## src/rtl/pc_seq.sv

```systemverilog
// pc_seq: fetch-side PC sequencer; owns the F-stage PC, tracks delay slots,
// and redirects fetch for branches, exception entry and eret.
module pc_seq #(
    parameter logic [31:0] RESET_PC = 32'h0000_3000,
    parameter logic [31:0] EXC_VEC  = 32'h0000_4180
) (
    input  logic        clk,
    input  logic        reset,
    input  logic        stall,
    input  logic        br,
    input  logic [31:0] target,
    input  logic        dclr,
    input  logic        exc,
    input  logic        eret,
    input  logic [31:0] epc,
    output logic [31:0] pc_f,
    output logic [31:0] pc_d,
    output logic [31:0] pc8_d,
    output logic        flush_d,
    output logic        slot_f,
    output logic        slot_d
);
    typedef enum logic {SEQ = 1'b0, SLOT = 1'b1} state_t;

    state_t      state_q, state_d;
    logic [31:0] pc_f_q, pc_f_d, pc_d_q, pc_d_d;
    logic        slot_d_q, slot_d_d;
    logic        redirect, adv;
    logic        unused_bits;

    assign unused_bits = ^{target[1:0], epc[1:0]};

    always_comb begin
        redirect = exc | eret;
        adv      = redirect | ~stall;
        flush_d  = redirect | (dclr & ~stall);
        pc_f_d   = exc   ? EXC_VEC :
                   eret  ? {epc[31:2], 2'b00} :
                   stall ? pc_f_q :
                   br    ? {target[31:2], 2'b00} :
                           pc_f_q + 32'd4;
        // A delay slot never opens another slot window, even with br high.
        state_d  = redirect ? SEQ :
                   stall    ? state_q :
                   (br && state_q == SEQ) ? SLOT : SEQ;
        pc_d_d   = adv ? pc_f_q : pc_d_q;
        slot_d_d = flush_d ? 1'b0 : adv ? (state_q == SLOT) : slot_d_q;
    end

    always_ff @(posedge clk or negedge reset) begin
        if (!reset) begin
            state_q  <= SEQ;
            pc_f_q   <= RESET_PC;
            pc_d_q   <= 32'd0;
            slot_d_q <= 1'b0;
        end else begin
            state_q  <= state_d;
            pc_f_q   <= pc_f_d;
            pc_d_q   <= pc_d_d;
            slot_d_q <= slot_d_d;
        end
    end

    assign pc_f   = pc_f_q;
    assign pc_d   = pc_d_q;
    assign pc8_d  = pc_d_q + 32'd8;
    assign slot_f = (state_q == SLOT);
    assign slot_d = slot_d_q;
endmodule

```

## config.mk

```make
export PLATFORM = sky130hd
export DESIGN_NAME = pc_seq
export DESIGN_NICKNAME = d
export VERILOG_FILES = /design/src/rtl/pc_seq.sv
export SDC_FILE = /design/constraint.sdc
export NUM_CORES = 1
export LEC_CHECK = 0
export ABC_AREA = 1
export CAP_MARGIN = 20
export CORE_MARGIN = 3
export CORE_UTILIZATION = 40
export DETAILED_ROUTE_END_ITERATION = 10
export GPL_TIMING_DRIVEN = 0
export PLACE_DENSITY = 0.74
export SKIP_LAST_GASP = 1
export SLEW_MARGIN = 30
export SYNTH_ARGS = -nofsm -noshare
export SYNTH_HDL_FRONTEND = slang
export SYNTH_SLANG_ARGS = --single-unit
```

## constraint.sdc

```tcl
create_clock -name clk -period 1.7 [get_ports clk]
set_input_delay 0.17 -clock clk [delete_from_list [all_inputs] [get_ports clk]]
set_output_delay 0.17 -clock clk [all_outputs]
set_load 0.02 [all_outputs]
```

**After elaboration in Yosys (flattened, before gate mapping)**

Cells that the tools add are included.

- Bits in registers: 66
- Input port bits: 71
- Output and inout bits: 99
- Word-level logic and storage cells: 25

- $add $sub $neg: 2
- Equal/unequal tests: 2
- Muxes and demuxes: 9
- Bitwise logic cells: 6
- Reduce and logical (&&, ||, !) cells: 2

Operator list:

| operator | count |
|---|---|
| $mux W32 | 4 |
| $add A32 B3 Y32 const B | 1 |
| $add A32 B4 Y32 const B | 1 |
| $mux W1 | 5 |
| $ne A3 B1 Y1 const B | 1 |
| $or A1 B1 Y1 | 3 |
| $ne A2 B1 Y1 const B | 1 |
| $not A1 Y1 | 2 |
| $reduce_bool A2 Y1 | 1 |
| $and A1 B1 Y1 | 1 |
| $logic_and A1 B1 Y1 | 1 |

**Longest topological paths before layout**

- Depth in word-level cells: 5
- Gate-level depth with buffers: 11
- Gate-level depth less buffers: 11

**Least setup slack after synthesis**

OpenSTA, ideal clock, no wires.

- Path kind: flip-flop to output port
- Start point: register pc_d_q[3], in the netlist pc_d[3]
- End point: output pc8_d[23]
- Arrival time: 1,834 ps
- Data required time: 1,530 ps
- Setup slack: -304 ps
- Cell stages (with the launch flop): 9
- Buffers on the path: 0
- Path through: dfrtp_1 > ha_1 > nand2_1 > nor3_2 > nand2_1 > nor2_2 > nand2_1 > nor2_1 > xor2_1

- Cells in the longest elaborated chain, start to end: 1

Ends and longest elaborated chain:

| what | RTL line | text |
|---|---|---|
| start, declared | 26 | `logic [31:0] pc_f_q, pc_f_d, pc_d_q, pc_d_d;` |
| start signal, assigned | 59 | `pc_d_q <= pc_d_d;` |
| $add A32 B4 Y32 | 66 | `assign pc8_d = pc_d_q + 32'd8;` |
| end, declared | 18 | `output logic [31:0] pc8_d,` |

No other way between the ends.

**Final worst setup path**

- Start point: register pc_d_q[3], in the netlist pc_d[3]
- End point: output pc8_d[16]

Same word-level chain as after synthesis.

==> reports/results.txt <==
status - finished with violations
failing checks - negative setup slack
share of the synthesized area in the top cell type - 33.37%
Min Clock Period, post-route - 2.093 ns
hpwl dp - 13.80 mm
Cell Area, Synth - 4499 sq um
htree depth - 3
WP depth - 7
Synth area leaders - dfrtp_1 (33%), nand2_1 (20%), nor2_1 (8.3%), xor2_1 (5.8%), nand3_1 (5.5%)
WS Path Type - register to output port
Critical Path Sink - pc8_d[16]
ys async rst share - 100.0%
Vert. Die Dim - 112.1 um
max-cap violations - 0
HP Class - input port to asynchronous set/reset pin
DRT Wirelength - 18.91 mm
setup TNS - -5.991 ns
row cnt - 38
flip-flop and latch area - 1587 sq um
Slew @ Worst Pin - 0.7347 ns
antenna violations before repair - 0
Die Area - 12560 sq um
R2R Path End - pc_f[26]$_DFFE_PN0P_
Syn Inst Count - 707
M1 GR Usage - 36.86%
Clock Sinks - 62
Worst path slowest cell - dfrtp_2
RSZ-0062 raised after global routing - yes
GRT met3 Usage - 5.229%
EDFF count, synth - 0
critical path arrival - 1.92 ns
largest net degree at the start of global routing - 39
antenna cell count - 0
Clock Tree Root - clkbuf_16
CP endpoint kind - output port
Tcrit/Tclk final - 123.1%
commonest non-fill, non-tap cell in the layout - nand2_1
Unique masters post-synth - 35
yosys warns - 0
I/O Buffers - 158
layout cells sized above 1 - 26.75%
Worst-Skew Late Latency - 0.33 ns
core area - 10940 sq um
vias in the first global route - 5450
Final ANT Viol Nets - 0
grt total ovfl - 0
Worst Clk Skew - 0.008844 ns
DR vias/cell - 5.205
Bufs and invs on worst path - 3
initial DRC count - 402
largest area contributor in the netlist - dfrtp_1
critical-path cell list - buf_6 -> nand3_4 -> inv_4 -> nand2_4 -> nor4_4 -> xor2_1 -> buf_4
nets@finish - 1025
drt wl/cell - 17.24 um
register area share after synthesis - 34.54%
Final Util - 70.39%
Via Count - 5710
# IOs - 170
Hold Slack - 0.2942 ns
Critical Path RT - 1.53 ns
fmax - 477.7 MHz
drc violations - 0
CTS tree - done
Reg2Reg Depth - 10
gp weighted congestion - 0.8752
Power Density - 733.7 nW/um^2
delay-heaviest family, CP - simple AND/OR/NAND/NOR gates
most frequent cells in the layout - nand2_1 (210), clkdlybuf4s50_1 (123), buf_4 (85)
Initial DRT Pass Iterations - 5
worst-path maximum fanout - 4
Final setup viols - 29
Fillers - 918
CP Launch Type - register
ys flop type - dfrtp_1
final count of hold timing violations - 0
clock buffer count from CTS - 9
crit path launch - pc_d[3]$_DFFE_PN0P_
slew margin rel. - 51.02%
Worst R2R Setup Slack - -0.02 ns
Max VDD drop - 398.1 uV
Power Total - 5.647 mW
first-pass GRT wire length - 28.59 mm
Starting Density - 41.14%
synthesis-to-layout area growth - 71.08%
Syn Area/Cell - 6.364 sq um
CTS max path bufs - 2
Reg clk slew, reported paths - 0.06 ns
busiest grt layer - met2
Die X - 112.1 um
leakage - 3.583 nW
grt met2 use - 46.96%
Worst Setup Slack, final - -0.3935 ns
worst stage delay on the critical path - 0.41 ns
Slew Limit Fails - 0
gr usage total - 28.54%
FF-to-FF Start - pc_f[2]$_DFFE_PN0P_
flops & latches, synth - 62
post-place setup slack - -0.9619 ns
multi-input logic area - 3077 sq um
## flip-flops by register name (all words and copies together), names as in the netlist
register  count
pc_d         30
pc_f         30
slot_d        1
slot_f        1
## metal layers
layer | routed length, um | part of all wire (%)
met1 | 7803 | 41
met2 | 8898 | 47
met3 | 1305 | 6.9
met4 | 902 | 4.8
met5 | 0 | 0
## timing repair
| item | 4_1_cts | 5_1_grt |
|---|---|---|
| hold endpoints to repair | 24 | 0 |
| setup endpoints to repair | 67 | 58 |
| pin swaps | 22 | 49 |
| setup buffers | 34 | 36 |
| hold buffers | 1 | 0 |
| resized for setup | 192 | 95 |
## synth_stat cells, types with 2 or more instances
cell,count
o211ai_1,4
inv_2,2
o21bai_1,2
ha_1,2
nand4_1,12
dfrtp_1,60
a21oi_1,29
nand3_1,49
nor2_4,2
nand2_2,3
buf_4,9
buf_2,4
o22ai_1,3
or2_2,3
o21ai_1,2
clkbuf_1,18
a22oi_1,2
o21ai_0,43
xor2_1,30
nor2_1,99
inv_1,65
dfstp_2,2
nand2_1,236
nor3_1,11
nor2_2,5
## per-stage QoR
| step | std cells | instance area [sq um] |
|---|---|---|
| floorplan | 712 | 4593 |
| global placement | 1010 | 6350 |
| detailed placement | 1011 | 6367 |
| CTS | 1062 | 7131 |
| global route | 1097 | 7697 |
| finish | 1097 | 7697 |
## worst min-delay path by stage
stage / start / endpoint
2_1_floorplan: reset / pc_d[10]$_DFFE_PN0P_
3_3_place_gp: pc_d[2]$_DFFE_PN0P_ / pc_d[2]$_DFFE_PN0P_
3_5_place_dp: reset / pc_f[23]$_DFFE_PN0P_
4_1_cts: reset / pc_f[23]$_DFFE_PN0P_
5_1_grt: reset / pc_f[23]$_DFFE_PN0P_
6_report: reset / pc_f[23]$_DFFE_PN0P_
## power breakdown
group,total (mW),internal (mW),switching [mW]
clock network,2.04,1.33,0.707
registers,1.86,1.63,0.232
logic,1.75,0.802,0.949
total,5.65,3.76,1.89
## cell families (layout without fill, tap and decap cells)
logic type               Yosys count  after routing  synth area share [%]
flip-flops                        62             62                 34.54
buffers and inverters             99            344                 9.121
AND/OR/NAND/NOR                  426            426                 39.46
adder cells (fa/ha/maj)            2              2                0.5561
XOR/XNOR                          31             31                 6.034
other                              1              6               0.08335
AO/OA/AOI/OAI                     86             86                 10.21
## area by class of cell
class / instances / share of cell area [%]
Multi-Input combinational cell: 551 / 39.97
Tap cell: 140 / 2.276
Clock inverter: 6 / 1.203
Sequential cell: 62 / 20.61
Clock buffer: 10 / 3.105
Timing Repair Buffer: 229 / 27.44
Inverter: 68 / 3.349
Buffer: 31 / 2.048
No activity file was read; power rests on OpenSTA's default activity.
==> patch (same flow settings) <==
Reset style: synchronous (`reset`), changed in one clocked block.
--- a/src/rtl/pc_seq.sv
+++ b/src/rtl/pc_seq.sv
@@ -49,3 +49,3 @@
 
-    always_ff @(posedge clk or negedge reset) begin
+    always_ff @(posedge clk) begin
         if (!reset) begin
Check against the original RTL: differs if reset is asserted again (counterexample within 4 cycles, from zero or initial values and one cycle with reset low); with reset held inactive, the same outputs for 10 cycles.
==> patch against the unedited design <==
  * The flow still finishes with violations (setup timing)
  * Register-to-register slack improved by 70 ps
  * Power fell by 21%
  * First-iteration DRC count increased by 27%
  * Clock power is 17% lower
  * Hold slack got worse by 39 ps
  * Synthesized cell count increased by 5.5%
  * Design area decreased by 4.6%
  * Wire length down 1.4%
  * Area after synthesis down 0.92%
  * Sequential cell count increased by 4
  * Worst setup slack better by 26 ps
  * Critical path type unchanged
  * Largest cell class unchanged
  * Highest routed layer unchanged
==> patch: results (changes against the unedited design) <==
run_status:
  status: "finished, violations left"
  violations: "setup timing"
global_route:
  grt_pass1_wl_um: 26790  # -6.3%
  grt_max_degree: 13  # -67%
  grt_pass1_vias: 5260  # -3.5%
  grt_usage: 0.2659  # -0.01946
final_layout:
  instances_no_fill: 1107  # +0.91%
  layout-drive-gt1-share: 0.2235  # -0.04402
setup_path:
  cp_slowest_cell: "dfxtp_4"
  regToRegEndpoint: "pc_f[29]$_SDFFE_PP0P_"
  cp-startpoint: "pc_d[4]$_SDFFE_PN0P_"
  max_stage_delay_ps: 390  # -20 ps
  cp-endpoint: "pc8_d[23]"
  r2r_slack_ps: 50  # +70 ps
timing:
  finClkSkew_ps: 12.16  # +3.321 ps
  setup_viol: 22  # -24%
  finalWorstSetupSlack_ps: -367.3  # +26.21 ps
  hold_slack_ps: 255.6  # -38.60 ps
  slew-limit-headroom: 0.5884  # +0.07816
placement:
  place_congestion: 0.9547  # +9.1%
  dpl.hpwl_um: 13230  # -4.1%
logic_synthesis:
  syn-instance-count: 746  # +5.5%
  synth_compound_area_frac: 0.1594  # +0.05736
  netlist-cell-type-count: 29  # -17%
  yosys.area_share.xor_xnor: 0.06090  # +0.0005589
  synthArstFlopShare: 0  # -1.000
  synth_common_cells: "nand2_1, nor2_1, inv_1"
clock_tree:
  hold_buffers: 0  # -1
  root_buffer: "clkbuf_8"
route:
  drtIter0Drc: 509  # +27%
  drt_pass1_iterations: 6  # +1
  route.vias.total: 5878  # +2.9%
power_and_ir_drop:
  switching_share: 0.3004  # -0.03382
  powerComb_mw: 1.02  # -42%
worst_hold_path:
  hp-class: "input port to flip-flop"
## patch: metal layers
| metal | share of wire | track usage |
|---|---|---|
| met3 | 0.081 | 0.04783 |
| met5 | 0 | 0 |
| met4 | 0.035 | 0.08597 |
| met1 | 0.42 | 0.3542 |
| met2 | 0.47 | 0.4371 |
## patch: layout make-up
cell class | instances | area (um2)
buffer | 32 | 142.6
clock buffer | 10 | 137.6
clock inverter | 6 | 112.6
fill | 937 | 3256
inverter | 87 | 334.1
multi-input combinational | 561 | 3073
sequential | 66 | 1423
tap | 136 | 170.2
timing repair buffer | 209 | 1953
## patch: timing repair
item                       4_1_cts  5_1_grt
pin swaps                       11       28
setup endpoints to repair       40       44
gates resized for setup        178      102
buffers inserted                13       33
## patch: worst reg2reg max path: stages, from the launching register on
cell,delay (ps)
dfxtp_1,470
nand2_1,150
nor2_2,160
nand2_1,140
nor2_1,230
nand2_1,90
nand2_1,60
nand3_1,70
nand2_1,90
a21oi_1,60
